File: src/rtl/uart_rx_oversampled_if.sv
// uart_rx_oversampled_if
//   Receive-side bundle of the UART receiver: the deframed byte, its
//   completion pulse, the per-frame error flags and the busy indicator.
//   master : driven by the receiver (uart_rx_oversampled)
//   slave  : consumed by the user logic
//   Signals
//     RX_Data      [7:0] last received byte
//     Valid_rx           one-cycle pulse, frame complete
//     Parity_error       parity mismatch of the last flagged frame
//     Stop_error         stop bit sampled low in the last flagged frame
//     Busy_rx            receiver is inside a frame
interface uart_rx_oversampled_if;
    logic [7:0] RX_Data;
    logic       Valid_rx;
    logic       Parity_error;
    logic       Stop_error;
    logic       Busy_rx;

    modport master (
        output RX_Data,
        output Valid_rx,
        output Parity_error,
        output Stop_error,
        output Busy_rx
    );

    modport slave (
        input RX_Data,
        input Valid_rx,
        input Parity_error,
        input Stop_error,
        input Busy_rx
    );
endinterface

File: src/rtl/uart_rx_oversampled.sv
// uart_rx_oversampled
//   UART receiver with an internal 16x (OVERSAMPLE) tick derived from clk.
//   Deframes start, 8 data bits LSB-first, optional even parity and one
//   stop bit. Each completed frame pulses Valid_rx for one clk together
//   with updated RX_Data / Parity_error / Stop_error; the byte and flags
//   hold until the next frame completes. A low stop bit (framing error or
//   break) parks the receiver until the line returns high.
//   Build option: define UART_RX_PARITY_EN for 8E1 framing; otherwise the
//   frame is 8N1 and Parity_error stays 0.
//   Ports
//     clk    system clock, rising edge
//     reset  synchronous, active-high
//     RXD    asynchronous serial line, idle high
//     rx     uart_rx_oversampled_if.master outputs
module uart_rx_oversampled #(
    parameter int CLK_FREQ   = 50_000_000,
    parameter int BAUD_RATE  = 9600,
    parameter int OVERSAMPLE = 16
) (
    input  logic                         clk,
    input  logic                         reset,
    input  logic                         RXD,
    uart_rx_oversampled_if.master        rx
);
    localparam int DIV_RAW = CLK_FREQ / (BAUD_RATE * OVERSAMPLE);
    localparam int DIV     = (DIV_RAW < 1) ? 1 : DIV_RAW;
    localparam int DIV_W   = (DIV > 1) ? $clog2(DIV) : 1;
    localparam int SMP_W   = $clog2(OVERSAMPLE);

    localparam logic [DIV_W-1:0] DIV_LAST = DIV_W'(DIV - 1);
    localparam logic [SMP_W-1:0] SMP_MID  = SMP_W'(OVERSAMPLE / 2 - 1);
    localparam logic [SMP_W-1:0] SMP_LAST = SMP_W'(OVERSAMPLE - 1);

    typedef enum logic [2:0] {
        IDLE,
        START,
        DATA,
`ifdef UART_RX_PARITY_EN
        PARITY,
`endif
        STOP,
        WAIT_HIGH
    } state_t;

    state_t             state, state_next;
    logic               rxd_p0, rxd_p1;
    logic [DIV_W-1:0]   div_cnt;
    logic               tick;
    logic [SMP_W-1:0]   smp_cnt, smp_next;
    logic [2:0]         bit_idx, bit_next;
    logic [7:0]         shift, shift_next;
    logic               par_pend, par_next;
    logic               load, stop_bad;

    logic [7:0]         data_q;
    logic               valid_q, perr_q, serr_q;

    // Sync stage: two flops, idle-high reset so no false start after reset
    always_ff @(posedge clk) begin
        if (reset) begin
            rxd_p0 <= 1'b1;
            rxd_p1 <= 1'b1;
        end else begin
            rxd_p0 <= RXD;
            rxd_p1 <= rxd_p0;
        end
    end

    // Tick divider held at zero in IDLE so tick phase starts at the edge
    assign tick = (state != IDLE) && (div_cnt == DIV_LAST);

    always_ff @(posedge clk) begin
        if (reset || state == IDLE || tick)
            div_cnt <= '0;
        else
            div_cnt <= div_cnt + DIV_W'(1);
    end

    always_comb begin
        state_next = state;
        smp_next   = smp_cnt;
        bit_next   = bit_idx;
        shift_next = shift;
        par_next   = par_pend;
        load       = 1'b0;
        stop_bad   = 1'b0;

        if (tick)
            smp_next = smp_cnt + SMP_W'(1);

        case (state)
            IDLE: begin
                smp_next = '0;
                par_next = 1'b0;
                if (!rxd_p1)
                    state_next = START;
            end
            START: begin
                if (tick && smp_cnt == SMP_MID) begin
                    smp_next = '0;
                    if (rxd_p1) begin
                        state_next = IDLE;
                    end else begin
                        state_next = DATA;
                        bit_next   = 3'd0;
                    end
                end
            end
            DATA: begin
                if (tick && smp_cnt == SMP_LAST) begin
                    smp_next   = '0;
                    shift_next = {rxd_p1, shift[7:1]};
                    bit_next   = bit_idx + 3'd1;
                    if (bit_idx == 3'd7) begin
`ifdef UART_RX_PARITY_EN
                        state_next = PARITY;
`else
                        state_next = STOP;
`endif
                    end
                end
            end
`ifdef UART_RX_PARITY_EN
            PARITY: begin
                if (tick && smp_cnt == SMP_LAST) begin
                    smp_next   = '0;
                    // Even parity: data bits plus parity bit must XOR to 0
                    par_next   = rxd_p1 ^ (^shift);
                    state_next = STOP;
                end
            end
`endif
            STOP: begin
                if (tick && smp_cnt == SMP_LAST) begin
                    smp_next   = '0;
                    load       = 1'b1;
                    stop_bad   = !rxd_p1;
                    state_next = rxd_p1 ? IDLE : WAIT_HIGH;
                end
            end
            WAIT_HIGH: begin
                smp_next = '0;
                if (rxd_p1)
                    state_next = IDLE;
            end
            default: state_next = IDLE;
        endcase
    end

    // Frame stage: state, counters and captured byte
    always_ff @(posedge clk) begin
        if (reset) begin
            state    <= IDLE;
            smp_cnt  <= '0;
            bit_idx  <= '0;
            shift    <= '0;
            par_pend <= 1'b0;
        end else begin
            state    <= state_next;
            smp_cnt  <= smp_next;
            bit_idx  <= bit_next;
            shift    <= shift_next;
            par_pend <= par_next;
        end
    end

    // Output stage: byte and flags update only on frame completion
    always_ff @(posedge clk) begin
        if (reset) begin
            data_q  <= 8'h00;
            valid_q <= 1'b0;
            perr_q  <= 1'b0;
            serr_q  <= 1'b0;
        end else begin
            valid_q <= load;
            if (load) begin
                data_q <= shift;
                perr_q <= par_pend;
                serr_q <= stop_bad;
            end
        end
    end

    assign rx.RX_Data      = data_q;
    assign rx.Valid_rx     = valid_q;
    assign rx.Parity_error = perr_q;
    assign rx.Stop_error   = serr_q;
    assign rx.Busy_rx      = (state != IDLE);
endmodule

File: src/flat_wrapper.sv
// flat-port wrapper written by rule: the top's interface ports become plain ports
module uart_rx_oversampled_flat 
#(
    parameter int CLK_FREQ   = 50_000_000,
    parameter int BAUD_RATE  = 9600,
    parameter int OVERSAMPLE = 16
)
  (clk, reset, RXD, rx_RX_Data, rx_Valid_rx, rx_Parity_error, rx_Stop_error, rx_Busy_rx);
  uart_rx_oversampled_if rx_i ();
  input  logic clk;
  input  logic reset;
  input  logic RXD;
  output wire logic [$bits(rx_i.RX_Data)-1:0] rx_RX_Data;
  output wire logic [$bits(rx_i.Valid_rx)-1:0] rx_Valid_rx;
  output wire logic [$bits(rx_i.Parity_error)-1:0] rx_Parity_error;
  output wire logic [$bits(rx_i.Stop_error)-1:0] rx_Stop_error;
  output wire logic [$bits(rx_i.Busy_rx)-1:0] rx_Busy_rx;
  assign rx_RX_Data = rx_i.RX_Data;
  assign rx_Valid_rx = rx_i.Valid_rx;
  assign rx_Parity_error = rx_i.Parity_error;
  assign rx_Stop_error = rx_i.Stop_error;
  assign rx_Busy_rx = rx_i.Busy_rx;
  uart_rx_oversampled #(.CLK_FREQ(CLK_FREQ), .BAUD_RATE(BAUD_RATE), .OVERSAMPLE(OVERSAMPLE)) u_core (.clk(clk), .reset(reset), .RXD(RXD), .rx(rx_i));
endmodule
File: config.mk
export PLATFORM = sky130hd
export DESIGN_NAME = uart_rx_oversampled_flat
export DESIGN_NICKNAME = d
export VERILOG_FILES = /design/src/rtl/uart_rx_oversampled_if.sv /design/src/rtl/uart_rx_oversampled.sv /design/src/flat_wrapper.sv
export SDC_FILE = /design/constraint.sdc
export NUM_CORES = 1
export LEC_CHECK = 0
export CORE_ASPECT_RATIO = 1.2
export CORE_UTILIZATION = 45
export CTS_CLUSTER_DIAMETER = 60
export DETAILED_ROUTE_END_ITERATION = 8
export PLACE_DENSITY = 0.75
export SYNTH_ARGS = -nofsm -noshare
export SYNTH_HDL_FRONTEND = slang
export SYNTH_SLANG_ARGS = --single-unit
File: constraint.sdc
create_clock -name clk -period 2.25 [get_ports clk]
set_input_delay 0.675 -clock clk [delete_from_list [all_inputs] [get_ports clk]]
set_output_delay 0.675 -clock clk [all_outputs]
set_load 0.03 [all_outputs]
=== After elaboration in Yosys (flattened, before gate mapping) ===
Cells that the tools add are included.

* Add/sub/neg operators: 3
* Eq/ne operators: 15
* Mux-type cells: 21
* Reductions and logical operators: 14

{| class="wikitable"
|+ Operators with widths
! kind !! count
|-
| $mux W3 || 10
|-
| $pmux W3 S5 || 1
|-
| $mux W4 || 3
|-
| $pmux W4 S3 || 1
|-
| $ne A2 B1 Y1 const B || 5
|-
| $add A9 B1 Y9 const B || 1
|-
| $eq A9 B9 Y1 const B || 1
|-
| $eq A3 B2 Y1 const B || 2
|-
| $eq A3 B3 Y1 const B || 2
|-
| $pmux W3 S2 || 1
|-
| $reduce_and A6 Y1 || 1
|-
| $add A4 B1 Y4 const B || 1
|-
| $eq A4 B3 Y1 const B || 1
|-
| $eq A4 B4 Y1 const B || 1
|-
| $mux W1 || 4
|-
| $ne A2 B2 Y1 const B || 2
|-
| $reduce_and A4 Y1 || 1
|-
| $reduce_or A2 Y1 || 2
|-
| $add A3 B1 Y3 const B || 1
|-
| $eq A3 B1 Y1 const B || 1
|-
| $logic_and A1 B1 Y1 || 3
|-
| $logic_not A3 Y1 || 1
|-
| $reduce_bool A3 Y1 || 1
|-
| $logic_or A1 B1 Y1 || 2
|-
| 4 further kinds || 4
|}

* Register bits: 39
* Input port bits: 3
* Word-level logic and storage cells: 63

=== Logic depth before layout (Yosys ltp) ===
Gate-level depths: netlist of the first run.

* Depth in word-level cells: 5
* Depth in mapped cells: 7
* Mapped depth without buffers: 6

=== Worst setup path after synthesis of the first run ===
OpenSTA, ideal clock, no wires.

* Path type: register -> register
* Start: reg u_core.div_cnt[0]
* End: reg u_core.data_q[0], in the netlist u_core.rx.RX_Data[0]
* Library setup time: 128 ps
* Arrival: 1466 ps
* Data required time: 2122 ps
* Slack: 657 ps
* Stages on the path, launching flop included: 8
* Buffers on the path: 1
* Clock period less this slack: 1593 ps
* Path through: dfxtp_1 -> inv_1 -> ha_1 -> nand4bb_2 -> nor4_1 -> buf_4 -> mux2i_1 -> nor2_1

* Longest elaborated chain between the ends: 5

{| class="wikitable"
|+ Ends and longest elaborated chain
! item !! RTL line !! source
|-
| start: declaration || uart_rx_oversampled.sv:47 || <nowiki>logic [DIV_W-1:0] div_cnt;</nowiki>
|-
| start signal: assignment || uart_rx_oversampled.sv:76 || <nowiki>div_cnt <= div_cnt + DIV_W'(1);</nowiki>
|-
| $eq A9 B9 Y1 || uart_rx_oversampled.sv:70 || <nowiki>assign tick = (state != IDLE) && (div_cnt == DIV_LAST);</nowiki>
|-
| $logic_and A1 B1 Y1 || uart_rx_oversampled.sv:70 ||
|-
| $logic_and A1 B1 Y1 || uart_rx_oversampled.sv:134 || <nowiki>if (tick && smp_cnt == SMP_LAST) begin</nowiki>
|-
| $mux W1 || uart_rx_oversampled.sv:134 ||
|-
| $mux W1 || uart_rx_oversampled.sv:91 || <nowiki>case (state)</nowiki>
|-
| end signal: assignment || uart_rx_oversampled.sv:177 || <nowiki>data_q <= shift;</nowiki>
|-
| end: declaration || uart_rx_oversampled.sv:55 || <nowiki>logic [7:0] data_q;</nowiki>
|}

No other way between the ends.
A chain may end at the register's enable or synchronous reset.

=== Final worst setup path of the first run ===
* Start: reg u_core.state[0]
* End: out rx_Busy_rx

* Longest elaborated chain between the ends: 1

{| class="wikitable"
|+ Ends and longest elaborated chain
! item !! RTL line !! source
|-
| start: declaration || uart_rx_oversampled.sv:45 || <nowiki>state_t state, state_next;</nowiki>
|-
| start signal: assignment || uart_rx_oversampled.sv:159 || <nowiki>state <= state_next;</nowiki>
|-
| $reduce_bool A3 Y1 || uart_rx_oversampled.sv:188 || <nowiki>assign rx.Busy_rx = (state != IDLE);</nowiki>
|-
| end: declaration || flat_wrapper.sv:17 || <nowiki>output wire logic [$bits(rx_i.Busy_rx)-1:0] rx_Busy_rx;</nowiki>
|}

No other way between the ends.

==> implementation parameters, run 1 <==
Parameter                              Value

Run status
  Result of the run    finished, violations left
  Violated checks    DRC

Route
  Routed length on met2    1.47 mm
  Via count    between 1000 and 1500
  Avg Vias per Cell    4.94
  Number of optimization iterations in the first detailed-route pass    6
  DR WL met3    99 um
  Antenna violation net count after detailed routing    0
  Routed length per instance    12.4 um
  Number of DRC violations after detailed routing    3
  Number of design-rule violations left by the first detailed-router iteration    32
  Highest signal layer in the routed design    met4
  Metal1 wirelength    approximately 1.3 mm
  Wire length after detailed routing    just under 3 mm

Logic synthesis
  Predominant post-synthesis flop cell    sky130_fd_sc_hd__dfxtp_1
  Proportion of netlist area held by the largest area contributor    between 40% and 50%
  Post-synthesis register bit count    39
  Synthesized area per cell    9.98 um^2
  Syn Inst Count    170
  Yosys warning total    0
  Asr flop ratio synth    0%
  Cells taking the most area after synthesis    sky130_fd_sc_hd__dfxtp_1, sky130_fd_sc_hd__mux2i_1, sky130_fd_sc_hd__nor2_1, sky130_fd_sc_hd__xor2_1, sky130_fd_sc_hd__ha_1
  Count of unique library cells instantiated by Yosys    36
  Ranking of synthesized cells by instance count    sky130_fd_sc_hd__dfxtp_1, sky130_fd_sc_hd__nor2_1, sky130_fd_sc_hd__mux2i_1, sky130_fd_sc_hd__xor2_1, sky130_fd_sc_hd__nand2_1
  Syn Std Cell Area    about 1700 um^2
  Net count after synthesis    ~180
  Largest area contributor in the netlist    sky130_fd_sc_hd__dfxtp_1
  Fraction of the yosys area taken by sequential cells    a little under half
  Most common cell in the netlist    sky130_fd_sc_hd__dfxtp_1
  Number of enable-type register cells in the synthesized netlist    0

Timing
  Highest achievable clock rate    464 MHz
  Unrepaired setup endpoints after global routing    no
  Sum Neg Setup Slack    0 ns
  Layout Skew    roughly 0.0030 ns
  Final Hold Fails    0
  Final max-slew violation count    0
  Period Utilization, post-route    a little over nine tenths
  Setup-violating endpoint count in the final report    0
  Crit path time final    around 2.2 ns

Flow run
  Max Cap Viol    0

Finish
  Area of all placed cells without fillers    1960 um^2
  Register area    about 780 um^2
  Area of the multi-input gates    853 um^2
  Area growth from synthesis to layout    15.4%
  NumNets Final    just under 200
  Diodes inserted    0
  Fraction of final layout cells sized beyond drive strength 1    between 10% and 20%
  Final cell count without fillers    about 240
  Filler cell count    roughly 330

Placed design
  Total placed instance area    around 1900 um^2
  RD Place Congestion    ~0.78
  # port buffers    13
  HPWL reported at the end of detailed placement    2.17 mm
  # placed instances    between 200 and 250

Floorplanning
  Vertical die dimension    approximately 69 um
  Die Outline Area    ~4000 um^2
  Area of the placeable core    between 3000 and 4000 um^2
  Horizontal extent of the die    between 50 and 60 um
  I/O Pins    15
  Initial standard-cell utilization of the core    about 47%
  Site row count    24

Worst hold path
  Hold path start    u_core.rxd_p0
  Hold crit path type    reg2reg
  Capture endpoint of the worst hold path    u_core.rxd_p1
  Instance count along the most critical hold path    1

Clocking
  Clk pin slew, worst setup/hold paths    roughly 0.070 ns
  Max H-tree Level    2
  Max Root-Sink Buffers    2
  Post-cts hold buffer count    0
  Post CTS Setup Buffer Count    0
  CTS resizes    1
  Clock root buffer    sky130_fd_sc_hd__clkbuf_8
  TritonCTS clock tree    yes
  Worst skew pair latency    a little under 0.3 ns
  CTS sink count    39
  Total CTS buffers    5

Setup path
  Critical path startpoint    u_core.state[0]
  Slowest-stage cell, CP    sky130_fd_sc_hd__dfxtp_1
  Cells on worst reg2reg path    7
  Type of the worst setup path    reg2out
  Delay of the slowest critical-path stage    a little under 0.4 ns
  Crit path max fanout    9
  Required time of the worst setup path    between 1.5 and 2 ns
  Data arrival time of the worst path    ~1.5 ns
  Reg-to-reg critical path startpoint    u_core.div_cnt[0]
  Kind of capture point of the worst setup path    output port
  Critical Path Start Type    flip-flop
  Worst path cell trace    nor3_1, inv_1, dlygate4sd2_1
  Slack of the worst reg-to-reg path    about 0.46 ns
  Capture instance of the worst register-to-register path    u_core.bit_idx[0]

Power
  Worst ir drop on vdd    approximately 0.00038 V
  Pwr Total    between 0.001 and 0.0015 W
  Leak pwr    0.708 nW
  Total power divided by cell area    around 600 nW/um^2

GRT
  Global-route wire length before repair    5.15 mm
  GRT Total Usage    16.9%
  Total congestion overflow    0
  Number of antenna violations at the first check in global routing    0
  Largest net degree at the start of global routing    20
  Number of global-route vias before repair    roughly 1100
## routing by layer
layer	vias up	global-route usage, %
li1	614	-
met1	542	19.8
met2	18	27.8
met3	6	5.04
met4	0	7.94
met5	-	0
## report_power, final
part           internal [W]  switching (W)
registers          0.000693     0.00000415
logic             0.0000113      0.0000197
clock network      0.000217       0.000226
## final cells by class
type | instances | area share (%)
tap | 52 | 3.32
clock buffer | 7 | 3.90
sequential | 39 | 39.9
multi-input combinational | 118 | 43.6
timing repair buffer | 17 | 8.11
inverter | 5 | 0.958
clock inverter | 1 | 0.256
## cell families after synthesis
kind of cell | after synthesis | share of synthesized area [%]
and+or+nand+nor | 74 | 24.7
muxes | 20 | 12.1
DFF | 39 | 46.0
adders and majority gates | 5 | 3.69
AOI/OAI and AO/OA | 7 | 3.54
other | 1 | 0.221
xor gates and xnor gates | 11 | 5.68
buffers and inverters | 13 | 4.06
## state kept, by name (all words and copies together), names as in the netlist, 3 cells and up
signal and flops:
u_core.state 3, u_core.div_cnt 9, u_core.rx.RX_Data 8, u_core.bit_idx 3
u_core.smp_cnt 4, u_core.shift 8
## cells in the final DEF, fill, tap and decap left out, drive strengths merged, types with 2 or more instances in the layout
cell and count:
dfxtp 39, nor2 35, mux2i 19, clkdlybuf4s50 12
xor2 9, nand2 7, clkbuf 7, nand3 6
nor4 6, inv 5, ha 5, buf 4
nand4 3, nor3 2, nand3b 2, and4bb 2
and3 2, a22o 2, or2 2, xnor2 2
nand4bb 2
## worst max-delay path: cells and delay by family, from the launching register on
kind,cells,cell delay [ns]
buffers and inverters,2,0.51
flip-flops,1,0.39
AND/OR/NAND/NOR,1,0.30
## worst max-delay path by stage
stage                                 endpoint  slack (ns)  cells after the start
after global placement              rx_Busy_rx        0.19                      3
final                               rx_Busy_rx        0.09                      3
after floorplan           u_core.rx.RX_Data[0]        0.66                      7
after CTS                           rx_Busy_rx        0.08                      3
after global routing                rx_Busy_rx       0.005                      3
after detailed placement            rx_Busy_rx        0.18                      3
## metrics by stage
step                      utilization [%]  hold WS [ns]  setup slack (ns)
after floorplan                         -         0.389             0.657
after global placement               51.7         0.397             0.187
after detailed placement             51.7         0.403             0.177
after CTS                            53.9         0.423            0.0846
after global routing                 53.9         0.459           0.00478
final                                53.9         0.427            0.0935
No activity file was read; power rests on OpenSTA's default activity.
==> inputs of run 2 (changes only) <==
CAP_MARGIN = 25   (was not set)
CTS_BUF_LIST = sky130_fd_sc_hd__clkbuf_2   (was not set)
==> implementation parameters, run 2 (synthesis results as in run 1) <==
Parameter                              Value

Clocking
  Clk pin slew, worst setup/hold paths    ~0.18 ns
  CTS sink count    39
  Post-cts hold buffer count    0
  Worst skew pair latency    a little under 0.4 ns
  Total CTS buffers    5
  Max H-tree Level    2
  TritonCTS clock tree    yes
  Clock root buffer    sky130_fd_sc_hd__clkbuf_2
  Max Root-Sink Buffers    2

Route
  Number of design-rule violations left by the first detailed-router iteration    28
  Antenna violation net count after detailed routing    0
  Routed length per instance    12.5 um
  Number of DRC violations after detailed routing    3
  Avg Vias per Cell    between 5 and 6
  Via count    1203
  Number of optimization iterations in the first detailed-route pass    6
  Wire length after detailed routing    2.98 mm

Setup path
  WP buf/inv    1
  Crit path max fanout    2
  Critical path startpoint    u_core.rx.RX_Data[4]
  Delay of the slowest critical-path stage    around 0.67 ns
  Worst path cell trace    clkdlybuf4s50_1
  Required time of the worst setup path    between 1.5 and 2 ns
  Critical Path Start Type    flip-flop
  Slowest-stage cell, CP    sky130_fd_sc_hd__clkdlybuf4s50_1
  Data arrival time of the worst path    approximately 1.4 ns
  Type of the worst setup path    reg2out
  Kind of capture point of the worst setup path    output port
  Family of cells with the greatest summed delay on the critical path    buffers and inverters
  Reg-to-reg critical path startpoint    u_core.div_cnt[0]

Timing
  Setup-violating endpoint count in the final report    0
  Final Hold Fails    0
  Crit path time final    between 2 and 2.5 ns
  Sum Neg Setup Slack    0 ns
  Period Utilization, post-route    between 90% and 100%
  Unrepaired setup endpoints after global routing    no
  Final max-slew violation count    0
  Layout Skew    approximately 0.0068 ns
  Highest achievable clock rate    around 470 MHz

Floorplanning
  Die Outline Area    4020 um^2
  Initial standard-cell utilization of the core    ~47%
  I/O Pins    15
  Area of the placeable core    roughly 3600 um^2
  Site row count    24
  Horizontal extent of the die    ~58 um
  Vertical die dimension    just under 70 um

GRT
  Total congestion overflow    0
  Number of antenna violations at the first check in global routing    0
  Number of global-route vias before repair    1164
  GRT Total Usage    17.0%
  Largest net degree at the start of global routing    20
  Global-route wire length before repair    between 5 and 6 mm

Finish
  Max FFs per register    9
  Final cell count without fillers    239
  NumNets Final    between 150 and 200
  Final Util    between 50 and 60%
  Most frequent cells in the layout    sky130_fd_sc_hd__dfxtp_1, sky130_fd_sc_hd__nor2_1, sky130_fd_sc_hd__mux2i_1, sky130_fd_sc_hd__clkdlybuf4s50_1, sky130_fd_sc_hd__xor2_1
  Most common cell after layout, fill and taps aside    sky130_fd_sc_hd__dfxtp_1
  Fraction of final layout cells sized beyond drive strength 1    a little over an eighth
  Area of all placed cells without fillers    around 1900 um^2
  Most flop-heavy register    u_core.div_cnt
  Diodes inserted    0
  Area growth from synthesis to layout    13.1%

Worst hold path
  Hold path start    u_core.rxd_p0
  Hold crit path type    reg2reg

Placed design
  # placed instances    about 230
  Total placed instance area    around 1900 um^2
  # port buffers    13
  RD Place Congestion    0.784
  HPWL reported at the end of detailed placement    between 2 and 2.5 mm

Power
  Leak pwr    about 0.7 nW
  Total power divided by cell area    between 500 and 600 nW/um^2
  Pwr Total    around 0.0010 W
  Worst ir drop on vdd    between 0.0003 and 0.0004 V

Run status
  Result of the run    finished, violations left
  Violated checks    DRC

Flow run
  Max Cap Viol    0
run 2: cell types whose count changed in the layout (fill, tap and decap cells not counted), sizes merged:
cell	delta
dlygate4sd2	-1
clkbuf	+1
run 2: area by class of cell:
cell class / count / area [um^2]
Fill cell: 332 / 1710
Multi-Input combinational cell: 118 / 858
Sequential cell: 39 / 782
Timing Repair Buffer: 17 / 155
Tap cell: 52 / 65.1
Clock buffer: 7 / 35.0
Inverter: 5 / 18.8
Clock inverter: 1 / 5.00
run 2: stage by stage:
step | hold WS, ns | setup slack [ns]
final | 0.449 | 0.143
after global routing | 0.485 | 0.0708
after CTS | 0.445 | 0.0375
after detailed placement | 0.403 | 0.177
after global placement | 0.397 | 0.187
after floorplan | 0.389 | 0.657
run 2: routing by layer:
layer	vias up	wire length [um]	track usage (%)
li1	615	-	-
met3	7	121	5.60
met2	24	1450	28.4
met4	0	63	7.14
met5	-	0	0
met1	557	1350	19.6
run 2: what timing repair did:
action / 4_1_cts / 5_1_grt
buffers inserted: 0 / 0
pin swaps: 0 / 0
setup endpoints to repair: 1 / 1
resized for setup: 2 / 3
run 2: path summary, 6_finish.rpt:
path | depth (start not counted) | slack, ns | to
setup / recovery | 1 | 0.14 | rx_RX_Data[4]
hold / removal | 1 | 0.45 | u_core.rxd_p1
setup reg to reg | 7 | 0.43 | u_core.bit_idx[0]
hold reg to reg | 1 | 0.45 | u_core.rxd_p1
run 2: power breakdown:
group          switching (W)  internal [W]  leakage, nW
Sequential        0.00000430      0.000695        0.315
Combinational      0.0000197     0.0000113        0.350
Clock               0.000220     0.0000848       0.0330
Total               0.000244      0.000791        0.698
